File: src/rtl/sar_seq_ctrl_if.sv
// Comparator/DAC handshake bundle for the SAR sequencer.
// The slave modport is the sequencer side; the master modport drives the comparator and start inputs.
interface sar_seq_ctrl_if #(
  parameter int NBIT = 10
);
  logic            start;
  logic            rdy;
  logic            comp;
  logic            cks;
  logic            ckc;
  logic [NBIT-1:0] cf;
  logic [NBIT-1:0] dp;
  logic [NBIT-1:0] dn;
  logic [NBIT-1:0] dout;
  logic            done;
  logic            busy;
  logic            err;

  modport master (
    output start, rdy, comp,
    input  cks, ckc, cf, dp, dn, dout, done, busy, err
  );

  modport slave (
    input  start, rdy, comp,
    output cks, ckc, cf, dp, dn, dout, done, busy, err
  );
endinterface

File: src/rtl/sar_seq_ctrl.sv
// Synchronous SAR conversion sequencer: sample, then one comparator trial per bit, MSB first.
// Optional WAIT timeout with sticky error flag is built when SAR_TIMEOUT_EN is defined.
module sar_seq_ctrl #(
  parameter int NBIT       = 10,
  parameter int SAMPLE_CYC = 2,
  parameter int TIMEOUT    = 15
) (
  input  logic          clk,
  input  logic          rst,
  sar_seq_ctrl_if.slave bus
);
  localparam int TW = (NBIT > 1) ? $clog2(NBIT) : 1;
  localparam int SW = $clog2(SAMPLE_CYC + 1);

  typedef enum logic [2:0] {
    S_IDLE   = 3'd0,
    S_SAMPLE = 3'd1,
    S_STROBE = 3'd2,
    S_WAIT   = 3'd3,
    S_RECOV  = 3'd4,
    S_FIN    = 3'd5
  } state_t;

  state_t          state_r;
  state_t          next_s;
  logic            rdy_q_r;
  logic [TW-1:0]   trial_r;
  logic [SW-1:0]   scnt_r;
  logic [NBIT-1:0] cf_r;
  logic [NBIT-1:0] dp_r;
  logic [NBIT-1:0] dn_r;
  logic [NBIT-1:0] dout_r;
  logic            cks_r;
  logic            ckc_r;
  logic            done_r;
  logic            busy_r;

  logic            rdy_rise_s;
  logic            decide_s;
  logic            timeout_s;
  logic            resolve_s;
  logic            bit_val_s;
  logic            accept_s;
  logic            last_trial_s;
  logic [TW-1:0]   bit_idx_s;

  // A level already high when WAIT is entered is not a decision; only a fresh edge counts.
  assign rdy_rise_s   = bus.rdy & ~rdy_q_r;
  assign decide_s     = (state_r == S_WAIT) & rdy_rise_s;
  assign resolve_s    = decide_s | timeout_s;
  assign bit_val_s    = decide_s & bus.comp;
  assign accept_s     = ((state_r == S_IDLE) | (state_r == S_FIN)) & bus.start;
  assign last_trial_s = (trial_r == TW'(NBIT - 1));
  assign bit_idx_s    = TW'(NBIT - 1) - trial_r;

`ifdef SAR_TIMEOUT_EN
  localparam int WW = $clog2(TIMEOUT + 1);

  logic [WW-1:0] wcnt_r;
  logic          err_r;

  // An edge arriving in the expiry cycle takes priority over the forced zero.
  assign timeout_s = (state_r == S_WAIT) & ~rdy_rise_s & (wcnt_r == WW'(TIMEOUT - 1));
  assign bus.err   = err_r;

  // Cycles spent in WAIT for the current trial.
  always_ff @(posedge clk) begin
    if (rst) begin
      wcnt_r <= WW'(0);
    end else if (state_r == S_WAIT) begin
      wcnt_r <= wcnt_r + WW'(1);
    end else begin
      wcnt_r <= WW'(0);
    end
  end

  // Sticky timeout flag, cleared when a new conversion is accepted.
  always_ff @(posedge clk) begin
    if (rst) begin
      err_r <= 1'b0;
    end else if (accept_s) begin
      err_r <= 1'b0;
    end else if (timeout_s) begin
      err_r <= 1'b1;
    end else begin
      err_r <= err_r;
    end
  end
`else
  assign timeout_s = 1'b0;
  assign bus.err   = 1'b0;

  if (TIMEOUT < 2) begin : g_timeout_out_of_range
  end
`endif

  // Next-state decode.
  always_comb begin
    next_s = state_r;
    case (state_r)
      S_IDLE: begin
        if (bus.start) next_s = S_SAMPLE;
        else           next_s = S_IDLE;
      end
      S_SAMPLE: begin
        if (scnt_r <= SW'(1)) next_s = S_STROBE;
        else                  next_s = S_SAMPLE;
      end
      S_STROBE: next_s = S_WAIT;
      S_WAIT: begin
        if (resolve_s) next_s = S_RECOV;
        else           next_s = S_WAIT;
      end
      S_RECOV: begin
        if (bus.rdy)           next_s = S_RECOV;
        else if (last_trial_s) next_s = S_FIN;
        else                   next_s = S_STROBE;
      end
      S_FIN: begin
        if (bus.start) next_s = S_SAMPLE;
        else           next_s = S_IDLE;
      end
      default: next_s = S_IDLE;
    endcase
  end

  // State register and comparator-ready history.
  always_ff @(posedge clk) begin
    if (rst) begin
      state_r <= S_IDLE;
      rdy_q_r <= 1'b0;
    end else begin
      state_r <= next_s;
      rdy_q_r <= bus.rdy;
    end
  end

  // Sample-window and trial counters.
  always_ff @(posedge clk) begin
    if (rst) begin
      scnt_r  <= SW'(0);
      trial_r <= TW'(0);
    end else if (accept_s) begin
      scnt_r  <= SW'(SAMPLE_CYC);
      trial_r <= TW'(0);
    end else begin
      if ((state_r == S_SAMPLE) && (scnt_r > SW'(1))) scnt_r <= scnt_r - SW'(1);
      if ((state_r == S_RECOV) && !bus.rdy && !last_trial_s) trial_r <= trial_r + TW'(1);
    end
  end

  // Per-trial result capture; DOUT keeps the previous code until overwritten bit by bit.
  always_ff @(posedge clk) begin
    if (rst) begin
      cf_r   <= {NBIT{1'b0}};
      dp_r   <= {NBIT{1'b0}};
      dn_r   <= {NBIT{1'b0}};
      dout_r <= {NBIT{1'b0}};
    end else if (accept_s) begin
      cf_r <= {NBIT{1'b0}};
      dp_r <= {NBIT{1'b0}};
      dn_r <= {NBIT{1'b0}};
    end else if (resolve_s) begin
      dout_r[bit_idx_s] <= bit_val_s;
      dp_r[bit_idx_s]   <= bit_val_s;
      dn_r[bit_idx_s]   <= ~bit_val_s;
      cf_r[trial_r]     <= 1'b1;
    end else begin
      dout_r <= dout_r;
    end
  end

  // Clock/strobe/status outputs registered from the upcoming state.
  always_ff @(posedge clk) begin
    if (rst) begin
      cks_r  <= 1'b0;
      ckc_r  <= 1'b0;
      done_r <= 1'b0;
      busy_r <= 1'b0;
    end else begin
      cks_r  <= (next_s == S_STROBE) | (next_s == S_WAIT) | (next_s == S_RECOV);
      ckc_r  <= (next_s == S_STROBE) | (next_s == S_WAIT);
      done_r <= (next_s == S_FIN);
      busy_r <= (next_s != S_IDLE);
    end
  end

  assign bus.cks  = cks_r;
  assign bus.ckc  = ckc_r;
  assign bus.done = done_r;
  assign bus.busy = busy_r;
  assign bus.cf   = cf_r;
  assign bus.dp   = dp_r;
  assign bus.dn   = dn_r;
  assign bus.dout = dout_r;
endmodule
File: src/flat_wrapper.sv
// flat-port wrapper written by rule: the top's interface ports become plain ports
module sar_seq_ctrl_flat 
#(
  parameter int NBIT       = 10,
  parameter int SAMPLE_CYC = 2,
  parameter int TIMEOUT    = 15
)
  (clk, rst, bus_start, bus_rdy, bus_comp, bus_cks, bus_ckc, bus_cf, bus_dp, bus_dn, bus_dout, bus_done, bus_busy, bus_err);
  sar_seq_ctrl_if #(.NBIT(NBIT)) bus_i ();
  input  logic clk;
  input  logic rst;
  input wire logic [$bits(bus_i.start)-1:0] bus_start;
  input wire logic [$bits(bus_i.rdy)-1:0] bus_rdy;
  input wire logic [$bits(bus_i.comp)-1:0] bus_comp;
  output wire logic [$bits(bus_i.cks)-1:0] bus_cks;
  output wire logic [$bits(bus_i.ckc)-1:0] bus_ckc;
  output wire logic [$bits(bus_i.cf)-1:0] bus_cf;
  output wire logic [$bits(bus_i.dp)-1:0] bus_dp;
  output wire logic [$bits(bus_i.dn)-1:0] bus_dn;
  output wire logic [$bits(bus_i.dout)-1:0] bus_dout;
  output wire logic [$bits(bus_i.done)-1:0] bus_done;
  output wire logic [$bits(bus_i.busy)-1:0] bus_busy;
  output wire logic [$bits(bus_i.err)-1:0] bus_err;
  assign bus_i.start = bus_start;
  assign bus_i.rdy = bus_rdy;
  assign bus_i.comp = bus_comp;
  assign bus_cks = bus_i.cks;
  assign bus_ckc = bus_i.ckc;
  assign bus_cf = bus_i.cf;
  assign bus_dp = bus_i.dp;
  assign bus_dn = bus_i.dn;
  assign bus_dout = bus_i.dout;
  assign bus_done = bus_i.done;
  assign bus_busy = bus_i.busy;
  assign bus_err = bus_i.err;
  sar_seq_ctrl #(.NBIT(NBIT), .SAMPLE_CYC(SAMPLE_CYC), .TIMEOUT(TIMEOUT)) u_core (.clk(clk), .rst(rst), .bus(bus_i));
endmodule
File: config.mk
export PLATFORM = sky130hd
export DESIGN_NAME = sar_seq_ctrl_flat
export DESIGN_NICKNAME = d
export VERILOG_FILES = /design/src/rtl/sar_seq_ctrl_if.sv /design/src/rtl/sar_seq_ctrl.sv /design/src/flat_wrapper.sv
export SDC_FILE = /design/constraint.sdc
export NUM_CORES = 1
export LEC_CHECK = 0
export BUFFER_PORTS_ARGS = -buffer_cell sky130_fd_sc_hd__buf_2
export CAP_MARGIN = 20
export CORE_MARGIN = 2
export CORE_UTILIZATION = 53
export CTS_CLUSTER_SIZE = 10
export DETAILED_ROUTE_END_ITERATION = 10
export HOLD_SLACK_MARGIN = 0.12
export PLACE_DENSITY_LB_ADDON = 0.05
export SYNTH_ARGS = -nofsm -noshare
export SYNTH_HDL_FRONTEND = slang
export SYNTH_SLANG_ARGS = --single-unit
File: constraint.sdc
create_clock -name clk -period 2.3 [get_ports clk]
set_clock_uncertainty 0.15 [all_clocks]
set_input_delay 0 -clock clk [delete_from_list [all_inputs] [get_ports clk]]
set_output_delay 0 -clock clk [all_outputs]
set_load 0.005 [all_outputs]
---- Word level (Yosys, flattened, before mapping) ----
Index checks and enable logic that the tools add are counted.
cells by class
  add/sub/neg operators ................... 3
  $lt $le $gt $ge ......................... 6
  equality and inequality tests ........... 10
  mux-type cells .......................... 15
  bitwise logic cells ..................... 11
  reduce and logical (&&, ||, !) cells .... 13
operators with widths
  cell                 number
  $bwmux 10            3
  $pmux 3 s5           1
  $eq 3x2->1 const B   4
  $eq 3x3->1 const B   4
  $lt 4x5->1 const B   2
  $or 10x10->10        1
  $mux 3               3
  $demux 1 s4          2
  $ge 4x1->1 const B   2
  $mux 2               3
  $logic_and 1x1->1    5
  $add 4x1->4 const B  1
  $and 1x1->1          4
  $eq 4x4->1 const B   1
  $reduce_or 2->1      2
  $sub 4x4->4 const A  1
  $eq 3x1->1 const B   1
  $logic_not 3->1      1
  $mux 1               3
  $not 1->1            3
  $or 1x1->1           3
  $reduce_bool 3->1    1
  $gt 2x1->1 const B   1
  $le 2x1->1 const B   1
  other kinds (4)      5
word-level totals
  register bits ........................... 54
  input bits .............................. 5
  output and inout port bits .............. 45
  word-level logic and storage cells ...... 71

---- Longest topological paths before layout ----
Gate-level depths: netlist of the first run.
  word-level depth ........................ 8
  mapped depth ............................ 7
  mapped depth without buffers ............ 6

---- Worst setup path after synthesis of the first run ----
OpenSTA, ideal clock, no wires.
  path kind ............................... reg-to-reg
  from .................................... register u_core.trial_r[1]
  to ...................................... register u_core.dn_r[0], in the netlist u_core.bus.dn[0]
  library setup time ...................... 0.118 ns
  arrival ................................. 1.511 ns
  required time ........................... 2.032 ns
  slack ................................... 0.521 ns
  cell stages (with the launch flop) ...... 8
  buffers on the path ..................... 1
  clock period less this slack ............ 1.779 ns
  cells stage by stage .................... dfxtp_1 > inv_1 > ha_1 > xnor2_2 > and2b_1 > buf_2 > nand3_1 > nor3b_2
on the way
  longest elaborated chain between the ends .. 6
  elaborated cells on any way between the ends .. 7
ends and longest elaborated chain
  what                                                                   line                 text
  from (decl)                                                            sar_seq_ctrl.sv:27   logic [TW-1:0] trial_r;
  from (signal assigned)                                                 sar_seq_ctrl.sv:148  if ((state_r == S_RECOV) && !bus.rdy && !last_trial_s) trial_r <= trial_r + TW'(1);
  $sub 4x4->4 *                                                          sar_seq_ctrl.sv:54   assign bit_idx_s = TW'(NBIT - 1) - trial_r;
  $lt 4x5->1 (not written as such) / $ge 4x1->1 (equally long branches)  sar_seq_ctrl.sv:166  dn_r[bit_idx_s] <= ~bit_val_s;
  $logic_and 1x1->1 (not written as such)                                sar_seq_ctrl.sv:166
  $mux 1 (not written as such)                                           sar_seq_ctrl.sv:166
  $demux 1 s4 *                                                          --
  $bwmux 10 *                                                            sar_seq_ctrl.sv:166
  to (signal assigned)                                                   sar_seq_ctrl.sv:157  dn_r <= {NBIT{1'b0}};
  to (signal assigned)                                                   sar_seq_ctrl.sv:162  dn_r <= {NBIT{1'b0}};
  to (signal, indexed assignment)                                        sar_seq_ctrl.sv:166
  to (decl)                                                              sar_seq_ctrl.sv:31   logic [NBIT-1:0] dn_r;
Every way passes the cells marked *; elsewhere a longest branch is shown, timed or not.
A chain may end at the register's enable or synchronous reset.

---- Worst setup path in the final report of the first run ----
  from .................................... register u_core.trial_r[1]
  to ...................................... register u_core.dn_r[2], in the netlist u_core.bus.dn[2]
The elaborated chain is that of the path after synthesis.

==> summary.md, run 1 <==
| Metric | Value |
|---|---|
| Status | finished, final reports clean |
| Drt first pass iters | 4 |
| Antenna Cells | 0 |
| Area Overhead vs Synth | 15.8% |
| Final setup vio count | 0 |
| Worst Setup Path Type | reg2reg |
| Post-Syn Area | 2280 um^2 |
| Fillers | 346 |
| GR Util All Layers | 0.210 |
| Clock transition at the registers of the reported paths | 0.09 ns |
| Largest net degree at the start of global routing | 22 |
| Sw Share | 0.236 |
| Tcrit/Tclk final | 0.873 |
| WL/cell | 14.3 um |
| PwrDens | 619 nW/um^2 |
| Worst-skew pair later-pin latency | 0.30 ns |
| I/O pin total | 50 |
| Synth warn | 0 |
| Initial antenna violation count | 0 |
| Seq pwr share | 0.595 |
| Arr. time, crit path | 2.05 ns |
| Routability cong. | 0.833 |
| Vias | 1819 |
| CORE AREA | 4060 um^2 |
| Setup Fix Bufs, Post-CTS | 0 |
| Die width | 69.5 um |
| DRC viols | 0 |
| RSZ-0062 raised after global routing | false |
| Metal-1 WL | 2.43 mm |
| Cell count after synthesis | 239 |
| Resize count post-CTS | 0 |
| Avg Inst Size Synth | 9.52 um^2 |
| Port bufs | 48 |
| Worst Setup Start Kind | flop |
| Routed wl met3 | 201 um |
| Final WL | 4.81 mm |
| Worst Path Required | 2.35 ns |
| Tmin final | 2.01 ns |
| Met2 routed WL | 2.11 mm |
| Share of cells above drive strength 1 | 0.273 |
| CP endpoint kind | flop |
| Root Driver | clkbuf_8 |
| Max_cap viols | 0 |
| Fin. max-slew vios | 0 |
| Share of the synthesized area in the top cell type | 0.475 |
| Initial Utilization | 0.561 |
| CTS tree | built |
| Max Clk Rate | 498 MHz |
| Sw Pwr | 0.385 mW |
| First-pass GRT wire length | 8.18 mm |
| Synth cell types | 37 |
| FF+latch count, synth | 54 |
| Final hold vios | 0 |
| Clock tree buffer depth | 2 |
| H-tree depth | 2 |
| Cts bufs inserted | 5 |
| Power share of the clock group | 0.327 |
| Combinational Power Share | 0.077 |
| Type of the most critical hold path | reg2reg |
| Fin nets | 297 |
| Critical path peak fanout | 12 |
| DR top layer | met4 |
| Total negative setup slack | 0 ns |
| Sequential standard cell area | 1080 um^2 |
| Die height | 69.5 um |
| Via density | 5.41 |
| Vias in the first global route | 1708 |
| Maximum vdd drop | 408 uV |
| Cts hold-fix bufs | 5 |
| Total leakage power | 1.16 nW |
| Antenna Violating Nets Remaining | 0 |
| Fin util | 0.649 |
| Internal power | 1.25 mW |
| Clk sinks | 54 |
| Multi-input gate area | 1060 um^2 |
| Die Footprint | 4830 um^2 |
| Post-synthesis sequential area ratio | 0.475 |
| DPL Wire Length | 3.37 mm |
| First DRT Iteration DRCs | 106 |
| Final global-route overflow total | 0 |
| Syn_nets | 251 |
| Top post-synthesis cells by area | dfxtp_1 (47%), a21oi_1 (7.9%), nor3b_2 (5.5%), o21ai_0 (5.1%), ha_1 (3.8%) |
| Cell taking the most area after synthesis | dfxtp_1 |
| FP Rows | 23 |
==> worst paths after layout <==
kind                                                startpoint                            end  slack (ns)  depth (start not counted)
worst min register to register   u_core.bus.cf[1]$_SDFFE_PP0P_  u_core.bus.cf[1]$_SDFFE_PP0P_        0.32                          2
worst max-delay path            u_core.trial_r[1]$_SDFFE_PP0P_  u_core.bus.dn[2]$_SDFFE_PP0P_        0.29                          6
worst max register to register  u_core.trial_r[1]$_SDFFE_PP0P_  u_core.bus.dn[2]$_SDFFE_PP0P_        0.29                          6
worst min-delay path             u_core.bus.cf[1]$_SDFFE_PP0P_  u_core.bus.cf[1]$_SDFFE_PP0P_        0.32                          2
==> state kept, by name, summed over array words and instances, names as in the netlist <==
register	count
u_core.bus.cks	1
u_core.bus.dout	10
u_core.trial_r	4
u_core.bus.cf	10
u_core.bus.dp	10
u_core.bus.ckc	1
u_core.bus.busy	1
u_core.state_r	3
u_core.scnt_r	2
u_core.bus.dn	10
u_core.bus.done	1
u_core.rdy_q_r	1
==> cells by family after synthesis <==
family,count (synthesis),share of synthesized area
xor gates and xnor gates,5,0.0225
other,1,0.00165
and+or+nand+nor,76,0.235
AOI/OAI and AO/OA,72,0.168
DFF,54,0.475
buffers and inverters,24,0.0588
adders and majority gates,7,0.0385
==> cells in the final DEF, fill, tap and decap left out, types with 6 or more instances in the layout <==
cell      instances
dfxtp_1          54
buf_2            48
a21oi_1          36
o21ai_0          23
nor2_1           19
nand3_1          10
nor3b_2          10
a31oi_1           9
nand4_1           9
inv_1             7
ha_1              7
clkbuf_8          6
==> critical path, stage by stage (launching register included) <==
cell     delay (ns)
dfxtp_1        0.41
inv_1          0.11
ha_1           0.26
xnor2_2        0.23
and2b_1        0.40
nand4_1        0.16
nor3b_2        0.19
==> power by group through the flow <==
stage	sequential (mW)	combinational [mW]	clock (mW)
finish	0.970	0.126	0.533
global route	0.972	0.141	0.583
CTS	0.970	0.127	0.549
detailed placement	0.991	0.120	0
global placement	0.991	0.119	0
floorplan	0.991	0.0893	0
==> per-layer routing <==
metal  global-route usage  up-vias
met5                    0        -
met4               0.0675        0
met3               0.0392        5
met2                0.326       45
met1                0.295      832
li1                     -      937
==> final cells by class <==
type,instances,area share
clock buffers,7,0.0328
clock inverters,1,0.00190
inverters,7,0.00997
multi-input cells,161,0.403
flip-flops and latches,54,0.410
well taps,50,0.0237
repair buffers,56,0.119
==> through the flow <==
step                      setup WS [ns]  total power [mW]  hold slack [ns]  instances  area, um^2
after floorplan                   0.521              1.08          -0.0809        239        2280
final                             0.291              1.63            0.322        336        2640
after global routing             0.0865              1.70            0.347        336        2640
after detailed placement          0.312              1.11            0.155        323        2490
after global placement            0.367              1.11            0.155        323        2490
after CTS                         0.301              1.65            0.330        336        2640
==> Yosys cell counts <==
master    count
a31o_2        1
o211ai_1      1
nand2_1       3
nand3b_1      2
ha_1          7
a21o_1        1
and2_4        1
nor2b_1       2
nand4_2       5
xnor2_1       2
nor4b_1       1
conb_1        1
nand4_1       9
a21oi_1      36
o21ai_0      23
and4_1        1
and2_0        1
dfxtp_1      54
xnor2_2       1
and2b_1       2
xor2_1        2
buf_4         5
nand2b_1      4
inv_1         7
or2_2         1
and3b_1       1
o21bai_1      1
buf_2         8
nand3_1      10
nor3b_2      10
a31oi_1       9
nor3b_1       1
clkbuf_1      2
nor2_1       19
buf_6         2
nor4b_4       1
and3_1        2
(Power assumes the default switching activity.)
==> run 2: changes to the inputs <==
--- a/config.mk
+++ b/config.mk
@@ -5,12 +5,12 @@
 export SDC_FILE = /design/constraint.sdc
 export NUM_CORES = 1
 export LEC_CHECK = 0
-export BUFFER_PORTS_ARGS = -buffer_cell sky130_fd_sc_hd__buf_2
 export CAP_MARGIN = 20
 export CORE_MARGIN = 2
-export CORE_UTILIZATION = 53
+export CORE_UTILIZATION = 56
 export CTS_CLUSTER_SIZE = 10
 export DETAILED_ROUTE_END_ITERATION = 10
+export DONT_BUFFER_PORTS = 1
 export HOLD_SLACK_MARGIN = 0.12
 export PLACE_DENSITY_LB_ADDON = 0.05
 export SYNTH_ARGS = -nofsm -noshare
==> constraint.sdc (replaced) <==
create_clock -name clk -period 2.3 [get_ports clk]
set_clock_uncertainty 0.15 [all_clocks]
set_input_delay 0 -clock clk [delete_from_list [all_inputs] [get_ports clk]]
set_output_delay 0 -clock clk [all_outputs]
set_load 0.02 [all_outputs]
==> summary.md, run 2 (synthesis results as in run 1) <==
| Metric | Value |
|---|---|
| First DRT Iteration DRCs | 126 |
| Seq pwr share | 0.603 |
| DRC viols | 0 |
| Fin. max-slew vios | 0 |
| Initial Utilization | 0.577 |
| Total negative setup slack | 0 ns |
| Final setup vio count | 0 |
| Vias in the first global route | 1653 |
| Initial antenna violation count | 0 |
| Final hold vios | 0 |
| Clock transition at the registers of the reported paths | 0.10 ns |
| Routability cong. | 0.781 |
| Clk sinks | 54 |
| Area Overhead vs Synth | 4.95% |
| Critical Path Slowest Stage Cell | and2b_1 |
| Vias | 1737 |
| Maximum vdd drop | 404 uV |
| H-tree depth | 2 |
| Sw Share | 0.245 |
| Power share of the clock group | 0.329 |
| Die Footprint | 4590 um^2 |
| Most common cell after layout, fill and taps aside | dfxtp_1 |
| CTS tree | built |
| Final global-route overflow total | 0 |
| Relative slew slack | 0.548 |
| Grt met1 use | 0.282 |
| Worst-skew pair later-pin latency | 0.30 ns |
| Antenna Cells | 0 |
| I/O pin total | 50 |
| Cts bufs inserted | 5 |
| Largest net degree at the start of global routing | 22 |
| Status | finished, final reports clean |
| Tcrit/Tclk final | 0.901 |
| Total leakage power | 0.890 nW |
| CORE AREA | 3940 um^2 |
| Worst path max stage delay | 0.42 ns |
| Met2 Use GR | 0.370 |
| Antenna Violating Nets Remaining | 0 |
| WL/cell | 17.1 um |
| PwrDens | 685 nW/um^2 |
| Worst-margin pin slew | 0.675 ns |
| Worst Setup Start Kind | flop |
| DPL Wire Length | 3.45 mm |
| Type of the most critical hold path | in2reg |
| Critical path peak fanout | 12 |
| Worst Path Required | 2.35 ns |
| Flop-to-flop setup slack | 0.23 ns |
| CP endpoint kind | flop |
| Met3 usage | 0.0767 |
| Clock tree buffer depth | 2 |
| Via density | 6.05 |
| First-pass GRT wire length | 7.83 mm |
| Placed Instances | 275 |
| Worst Setup Slack post-DPL | 0.280 ns |
| Worst Setup Path Type | reg2reg |
| Sw Pwr | 0.401 mW |
| Root Driver | clkbuf_8 |
| Final WS setup | 0.229 ns |
| Placed Area | 2250 um^2 |
| Worst-path cell chain | inv_1, ha_1, xnor2_2, and2b_1, nand4_1, nor3b_2 |
| Tmin final | 2.07 ns |
| Max_cap viols | 0 |
| Fin nets | 248 |
| Arr. time, crit path | 2.12 ns |
| Layout Cells excl Fill | 287 |
| Port bufs | 0 |
| Die height | 67.8 um |
| Final WL | 4.92 mm |
| Grt peak-use layer | met2 |
| Final Instance Area | 2390 um^2 |
| FP Rows | 23 |
| Combinational Power Share | 0.068 |
| Most frequent cells in the layout | dfxtp_1 (54), a21oi_1 (36), o21ai_0 (23) |
| Share of cells above drive strength 1 | 0.131 |
| Drt first pass iters | 4 |
| Internal power | 1.23 mW |
| RSZ-0062 raised after global routing | false |
| GR Util All Layers | 0.230 |
| Max Clk Rate | 483 MHz |
| Die width | 67.8 um |
run 2: cell types whose count changed in the layout (fill, tap and decap cells not counted):
cell           before  now
buf_2              48    0
clkbuf_1            1    0
dlygate4sd3_1       5    4
clkinvlp_4          0    1
run 2: worst paths after layout:
check / from / to / cells past startpoint
max: u_core.trial_r[1]$_SDFFE_PP0P_ / u_core.bus.dn[3]$_SDFFE_PP0P_ / 6
min: bus_rdy / u_core.bus.cks$_SDFF_PP0_ / 4
max reg2reg: u_core.trial_r[1]$_SDFFE_PP0P_ / u_core.bus.dn[3]$_SDFFE_PP0P_ / 6
min reg2reg: u_core.scnt_r[1]$_SDFFE_PP0P_ / u_core.scnt_r[1]$_SDFFE_PP0P_ / 2
run 2: cell type report:
| cell class | instances | area (um^2) |
|---|---|---|
| Clock buffer | 6 | 82.6 |
| Clock inverter | 2 | 12.5 |
| Fill cell | 342 | 1550 |
| Inverter | 7 | 26.3 |
| Multi-Input combinational cell | 161 | 1060 |
| Sequential cell | 54 | 1080 |
| Tap cell | 50 | 62.6 |
| Timing Repair Buffer | 7 | 62.6 |
run 2: critical path, delay by kind of cell (launching register included):
kind,cells,cell delay [ns]
buf+inv,1,0.11
simple gates,3,0.81
xor+xnor,1,0.24
flops,1,0.41
fa+ha+maj,1,0.26
run 2: timing repair:
item                      in CTS  in global routing
hold endpoints to repair      54                  0
hold buffers                   4                  0
buffers inserted               0                  0
resized for setup              0                  0
run 2: routing by layer:
metal,routed length (um),up-vias
li1,-,842
met5,0,-
met4,79,0
met3,411,8
met1,2100,820
met2,2330,67
run 2: power by group through the flow:
stage	Sequential [mW]	Combinational (mW)	Clock, mW
after floorplan	1.00	0.0904	0
after global placement	1.01	0.0939	0
after detailed placement	1.01	0.0961	0
after CTS	0.985	0.111	0.546
after global routing	0.989	0.123	0.589
final	0.985	0.111	0.539
run 2: metrics by stage:
| stage | utilization | power, mW | hold WS (ns) |
|---|---|---|---|
| after global routing | 0.606 | 1.70 | 0.240 |
| after CTS | 0.606 | 1.64 | 0.198 |
| after floorplan | - | 1.09 | -0.0809 |
| after global placement | 0.572 | 1.10 | -0.0777 |
| final | 0.606 | 1.63 | 0.188 |
| after detailed placement | 0.572 | 1.10 | -0.0768 |
